==> src/rtl/srl_bank_if.sv <==
// Data/control bundle for srl_bank: shift/rotate controls and tap-read results.
interface srl_bank_if #(
  parameter int WIDTH = 8,
  parameter int DEPTH = 16,
  parameter int AW    = $clog2(DEPTH),
  parameter int FW    = $clog2(DEPTH + 1)
);
  logic             CE;
  logic             ROT;
  logic [WIDTH-1:0] D;
  logic [AW-1:0]    A;
  logic [WIDTH-1:0] Q;
  logic [WIDTH-1:0] Q_LAST;
  logic [FW-1:0]    FILL;
  logic             FULL;

  modport master (output CE, ROT, D, A, input Q, Q_LAST, FILL, FULL);
  modport slave  (input CE, ROT, D, A, output Q, Q_LAST, FILL, FULL);
endinterface

==> src/rtl/srl_bank.sv <==
// Parameterised shift/rotate register bank with a combinational tap read
// and a saturating count of words shifted in since reset.
module srl_bank #(
  parameter int               WIDTH = 8,
  parameter int               DEPTH = 16,
  parameter logic [WIDTH-1:0] INIT  = {WIDTH{1'b0}},
  parameter int               AW    = $clog2(DEPTH)
) (
  input  logic      C,
  input  logic      R,
  srl_bank_if.slave bus
);
  localparam int FW = $clog2(DEPTH + 1);

  logic [WIDTH-1:0] stage [DEPTH];
  logic [FW-1:0]    fill;
  logic [WIDTH-1:0] q;

  // Reset beats enable; rotate feeds the last stage back instead of D.
  always_ff @(posedge C) begin
    if (R) begin
      for (int i = 0; i < DEPTH; i++) stage[i] <= INIT;
      fill <= '0;
    end else if (bus.CE) begin
      stage[0] <= bus.ROT ? stage[DEPTH-1] : bus.D;
      for (int i = 1; i < DEPTH; i++) stage[i] <= stage[i-1];
      if (!bus.ROT && fill != FW'(DEPTH)) fill <= fill + 1'b1;
    end
  end

  // Out-of-range taps match no stage and fall through to zero.
  always_comb begin
    q = '0;
    for (int i = 0; i < DEPTH; i++) begin
      if (bus.A == AW'(i)) q = stage[i];
    end
  end

  assign bus.Q      = q;
  assign bus.Q_LAST = stage[DEPTH-1];
  assign bus.FILL   = fill;
  assign bus.FULL   = (fill == FW'(DEPTH));
endmodule

==> src/flat_wrapper.sv <==
// flat-port wrapper written by rule: the top's interface ports become plain ports
module srl_bank_flat 
#(
  parameter int               WIDTH = 8,
  parameter int               DEPTH = 16,
  parameter logic [WIDTH-1:0] INIT  = {WIDTH{1'b0}},
  parameter int               AW    = $clog2(DEPTH)
)
  (C, R, bus_CE, bus_ROT, bus_D, bus_A, bus_Q, bus_Q_LAST, bus_FILL, bus_FULL);
  srl_bank_if #(.WIDTH(WIDTH), .DEPTH(DEPTH), .AW(AW)) bus_i ();
  input  logic C;
  input  logic R;
  input wire logic [$bits(bus_i.CE)-1:0] bus_CE;
  input wire logic [$bits(bus_i.ROT)-1:0] bus_ROT;
  input wire logic [$bits(bus_i.D)-1:0] bus_D;
  input wire logic [$bits(bus_i.A)-1:0] bus_A;
  output wire logic [$bits(bus_i.Q)-1:0] bus_Q;
  output wire logic [$bits(bus_i.Q_LAST)-1:0] bus_Q_LAST;
  output wire logic [$bits(bus_i.FILL)-1:0] bus_FILL;
  output wire logic [$bits(bus_i.FULL)-1:0] bus_FULL;
  assign bus_i.CE = bus_CE;
  assign bus_i.ROT = bus_ROT;
  assign bus_i.D = bus_D;
  assign bus_i.A = bus_A;
  assign bus_Q = bus_i.Q;
  assign bus_Q_LAST = bus_i.Q_LAST;
  assign bus_FILL = bus_i.FILL;
  assign bus_FULL = bus_i.FULL;
  srl_bank #(.WIDTH(WIDTH), .DEPTH(DEPTH), .INIT(INIT), .AW(AW)) u_core (.C(C), .R(R), .bus(bus_i));
endmodule
==> config.mk <==
export PLATFORM = sky130hd
export DESIGN_NAME = srl_bank_flat
export DESIGN_NICKNAME = d
export VERILOG_FILES = /design/src/rtl/srl_bank_if.sv /design/src/rtl/srl_bank.sv /design/src/flat_wrapper.sv
export SDC_FILE = /design/constraint.sdc
export NUM_CORES = 1
export LEC_CHECK = 0
export ABC_AREA = 1
export CAP_MARGIN = 20
export CORE_MARGIN = 2
export CORE_UTILIZATION = 30
export DETAILED_ROUTE_END_ITERATION = 16
export HOLD_SLACK_MARGIN = 0.15
export PLACE_DENSITY = 0.58
export SYNTH_ARGS = -nofsm -noshare
export SYNTH_HDL_FRONTEND = slang
export SYNTH_SLANG_ARGS = --single-unit
==> constraint.sdc <==
create_clock -name C -period 5.55 [get_ports C]
set_input_delay 1.11 -clock C [delete_from_list [all_inputs] [get_ports C]]
set_output_delay 1.11 -clock C [all_outputs]
set_load 0.03 [all_outputs]
After elaboration in Yosys (flattened, before gate mapping)
Memories as Yosys holds them, arrays and structs flattened.
Cells that the tools add are included.
- add/sub/neg operators: 1
- eq/ne operators: 17
- muxes and demuxes: 38
- bitwise logic cells: 16
- reductions and logical operators: 4
- operators with widths (kind ; number):
    $mux W8 ; 33
    $eq A4 B4 Y1 const B ; 8
    $eq A4 B3 Y1 const B ; 4
    $or A1 B1 Y1 ; 16
    $eq A4 B2 Y1 const B ; 2
    $add A5 B1 Y5 const B ; 1
    $eq A5 B5 Y1 const B ; 1
    $mux W1 ; 5
    $ne A5 B5 Y1 const B ; 1
    $eq A4 B1 Y1 const B ; 1
    $logic_not A4 Y1 ; 1
    $reduce_and A2 Y1 ; 1
    $logic_and A1 B1 Y1 ; 1
    $logic_not A1 Y1 ; 1
- bits in registers: 5
- memory bits (writable): 128
- input port bits: 16
- output and inout port bits: 22
- word-level logic and storage cells: 78
- memories kept: 1
- memories (memory ; words ; bits a word ; rd ports ; clocked after Yosys merged registers in ; wr ports ; RTL line ; source):
    u_core.stage ; 16 ; 8 ; 16 ; 0 ; 16 ; srl_bank.sv:15 ; logic [WIDTH-1:0] stage [DEPTH];

Longest topological paths before layout
- depth in word-level cells: 17
- mapped depth: 13
- mapped depth without buffers: 12

Least setup slack after synthesis
No wires, ideal clock.
- kind: input-to-reg
- from: input port R
- to: memory u_core.stage[0][0], enable pin
- setup time: 493 ps
- arrival: 4080 ps
- data required time: 5057 ps
- path slack: 978 ps
- stages: 3
- path buffers: 1
- cell sequence: clkbuf_1 > inv_1 > nand2_1
- RTL lines (what ; RTL line ; source):
    start: declaration ; flat_wrapper.sv:12 ; input logic R;
    end: declaration ; srl_bank.sv:15 ;

Worst setup path in the final report
- from: input port bus_A[0]
- to: output port bus_Q[6]
- word-level cells in the longest chain between the ends: 17
- elaborated cells between the ends (all ways): 32
- those cells by class: 15 x eq/ne; 16 x mux; 1 x reduce/logical
- ends and longest elaborated chain (what ; RTL line ; source):
    start: declaration ; flat_wrapper.sv:16 ; input wire logic [$bits(bus_i.A)-1:0] bus_A;
    $logic_not A4 Y1 ; srl_bank.sv:35 ; if (bus.A == AW'(i)) q = stage[i];
    $mux W8 (15 in a row) ; srl_bank.sv:35 ;
    $mux W8 (*) ; srl_bank.sv:35 ;
    end: declaration ; flat_wrapper.sv:17 ; output wire logic [$bits(bus_i.Q)-1:0] bus_Q;
Mark *: on every way between the ends. The rest lies on a longest branch, timed or not.

==> impl_metrics.toml <==
[pwr]
clock_power_share = 0.450
power_switching_share = 0.237
p_switching_mw = 0.619
power_report.internal_total_mw = 1.99
p_leak_nw = 3.06
power.sequential.fraction = 0.462
worst_ir_drop_vdd_uv = 206
power_density_nw_per_um2 = 342
p_total_mw = 2.61
combinationalPowerShare = 0.087

[yosys]
synth_area_per_cell_um2 = 8.96
synth_fa_ha_area_frac = 0.00393
main_combinational_cell_family_by_area_after_synthesis = "simple AND/OR/NAND/NOR gates"
synth.ff_latch_count = 133
async_flop_share = 0
synth_commonest_cells = "153 x sky130_fd_sc_hd__nor2_1, 148 x sky130_fd_sc_hd__inv_1, 138 x sky130_fd_sc_hd__nand2_1, 128 x sky130_fd_sc_hd__edfxtp_1, 34 x sky130_fd_sc_hd__nand3_1"
synth-edff-count = 128
synth_nets = 729
synth-simple-area-share = 0.236
post_synth_instance_area_um2 = 6370
yosys-mux-area-fraction = 0
syn_inst = 711
yosys_synthesis_warning_count = 0
synthDistinctLibCells = 24
synth_xor_xnor_area_share = 0
synth.area.top_cells = "sky130_fd_sc_hd__edfxtp_1 60%, sky130_fd_sc_hd__nor2_1 9.0%, sky130_fd_sc_hd__inv_1 8.7%"
netlist.top_cell.by_area = "sky130_fd_sc_hd__edfxtp_1"
dominantRegCellSynth = "sky130_fd_sc_hd__edfxtp_1"
post-synth-top-count-cell = "sky130_fd_sc_hd__nor2_1"
synth_top_cell_area_share = 0.603
synth_compound_gate_area_share = 0.0259
yosysSeqAreaShare = 0.619

[worst_hold_path]
worstHoldPathType = "reg2reg"

[global_route]
global_routing_usage_summed_across_all_routing_layers = 0.138
maximum_number_of_pins_on_one_net_before_global_route_repair = 129
antenna_found_initial = 0
first_pass_grt_wire_length_um = 23800
grt_pass1_vias = 4489
gr-total-overflow = 0

[routing]
drt_iter0_markers = 389
drtAntennaViolNets = 0
avgRoutedWirePerCell_um = 14.1
via_count = 4584
first_pass_iters = 5
top_layer_used = "met4"
detail_route.wirelength_um = 14600
detailroute.wirelength.met2_um = 6590
detail_route.drc_violations = 0
met3WireLength_um = 599
met1Wirelength_um = 7150
routed_via_density = 4.42

[cts]
clock_tree_from_tritoncts = "done"
numCtsBuffers = 17
clock-sinks = 133
cts_root_buffer = "sky130_fd_sc_hd__clkbuf_16"
insertion_delay_ns = 0.42
clkSlewWorstSetupHoldPaths_ns = 0.06
post_cts_setup_driven_buffer_insertion_count = 0
cts_htree_levels = 4
cts_hold_repair.buffers = 0
clk_path_buf_depth = 2
cts_repair_resize_count = 0

[floorplan]
floorplan.core_area_um2 = 21000
num_io_pins = 38
die-area_um2 = 22400
floorplan.initialDensity = 0.304
chip_height_um = 150
die_width_um = 150
std_cell_rows = 53

[timing]
max_slew_margin = 0.402
report.final.setup_viol = 0
final-hold-violation-count = 0
max_slew.worst_pin.slew_ns = 0.893
setup_total_negative_slack_ns = 0
maximum_frequency_from_static_timing_analysis_mhz = 199
grt_setup_unrepaired = "no"
final.period_utilization = 0.905
period_needed_ns = 5.02
worst_slack_ns = 0.530
fin_skew_ns = 0.00561
timing_max_transition_violations_final = 0

[run]
reported_max_cap_violation_count = 0

[finish]
multiInputGateArea_um2 = 1710
area_delta_synth_final_pct = 20.1
finalNetCount = 768
antenna-diode-count = 0
layout.filler_cells = 2158
final_layout_size_suffix_gt1_frac = 0.0827
area_occupied_by_registers_um2 = 3940
final_cell_area_um2 = 7650

[worst_setup_path]
crit_arrival_ns = 3.91
critical_path_peak_fanout = 14
setup.worst_path.end_class = "output pin"
timing.critical_path.from_type = "primary input"
worst-endpoint-required_ns = 4.44
critical_path_class = "in2out"

[placed_design]
placedInstanceArea_um2 = 7040
detailedPlacementHpwl_um = 9640
routability_congestion_estimate = 0.804
place_worst_setup_slack_ns = 0.594
place.port_buffers = 37

[run_status]
status = "completed"
-- cells by family (layout without fill, tap and decap cells) --
group,after synthesis,in the layout
AOI/OAI and AO/OA,32,32
adders and majority gates,2,2
DFF,133,133
buffers and inverters,185,236
and+or+nand+nor,359,359
-- through the flow --
stage / utilization / hold WS [ns] / std cells
floorplan: - / 0.514 / 711
global placement: 0.336 / 0.510 / 1006
detailed placement: 0.336 / 0.511 / 1006
CTS: 0.365 / 0.523 / 1037
global route: 0.365 / 0.567 / 1037
finish: 0.365 / 0.524 / 1037
-- flip-flops by register name (all words and copies together) (netlist names) --
name,count
u_core.bus.FILL,5
u_core.stage,128
-- power groups by stage --
stage                     Clock [mW]  Sequential, mW  Combinational [mW]
after detailed placement           0            1.23               0.230
after global placement             0            1.23               0.228
after floorplan                    0            1.22               0.148
after CTS                       1.20            1.21               0.231
after global routing            1.24            1.22               0.256
final                           1.18            1.21               0.229
-- layout by cell type (no fill, tap or decap), types with 6 or more instances in the layout --
cell type and count:
sky130_fd_sc_hd__nor2_1 153, sky130_fd_sc_hd__inv_1 148, sky130_fd_sc_hd__nand2_1 136, sky130_fd_sc_hd__edfxtp_1 128, sky130_fd_sc_hd__clkdlybuf4s50_1 36, sky130_fd_sc_hd__nand3_1 34
sky130_fd_sc_hd__nand4_1 21, sky130_fd_sc_hd__a21oi_1 17, sky130_fd_sc_hd__clkbuf_16 17, sky130_fd_sc_hd__inv_2 10, sky130_fd_sc_hd__buf_4 9, sky130_fd_sc_hd__o21ai_0 7
sky130_fd_sc_hd__o21ai_1 6
-- layer usage --
metal | vias to the layer above | GRT usage
met2 | 92 | 0.214
met4 | 0 | 0.0495
met1 | 2182 | 0.191
li1 | 2289 | -
met3 | 21 | 0.0311
met5 | - | 0
-- cell type report --
class / instances / share of cell area
sequential: 133 / 0.515
clock buffer: 18 / 0.0561
clock inverter: 13 / 0.0239
timing repair buffer: 47 / 0.0592
multi-input combinational: 393 / 0.223
tap: 275 / 0.0450
inverter: 158 / 0.0775
-- worst paths after layout --
| check | depth (start not counted) | slack [ns] | startpoint | end |
|---|---|---|---|---|
| max | 14 | 0.53 | bus_A[0] | bus_Q[6] |
| min | 2 | 0.52 | u_core.bus.FILL[0] | u_core.bus.FILL[0] |
| max reg2reg | 9 | 3.84 | u_core.bus.FILL[0] | u_core.bus.FILL[4] |
| min reg2reg | 2 | 0.52 | u_core.bus.FILL[0] | u_core.bus.FILL[0] |
-- critical path, cell delays in order --
cell and delay (ns):
sky130_fd_sc_hd__clkdlybuf4s50_1 0.64, sky130_fd_sc_hd__inv_2 0.08, sky130_fd_sc_hd__nor2_4 0.29, sky130_fd_sc_hd__inv_2 0.08, sky130_fd_sc_hd__nor2_2 0.30, sky130_fd_sc_hd__inv_2 0.10, sky130_fd_sc_hd__o21ai_0 0.21, sky130_fd_sc_hd__inv_1 0.07
sky130_fd_sc_hd__nand3_1 0.09, sky130_fd_sc_hd__nand2_1 0.06, sky130_fd_sc_hd__nand4_1 0.09, sky130_fd_sc_hd__nand2_1 0.07, sky130_fd_sc_hd__nand2_1 0.06, sky130_fd_sc_hd__clkdlybuf4s50_1 0.66
No activity file was read; power rests on OpenSTA's default activity.
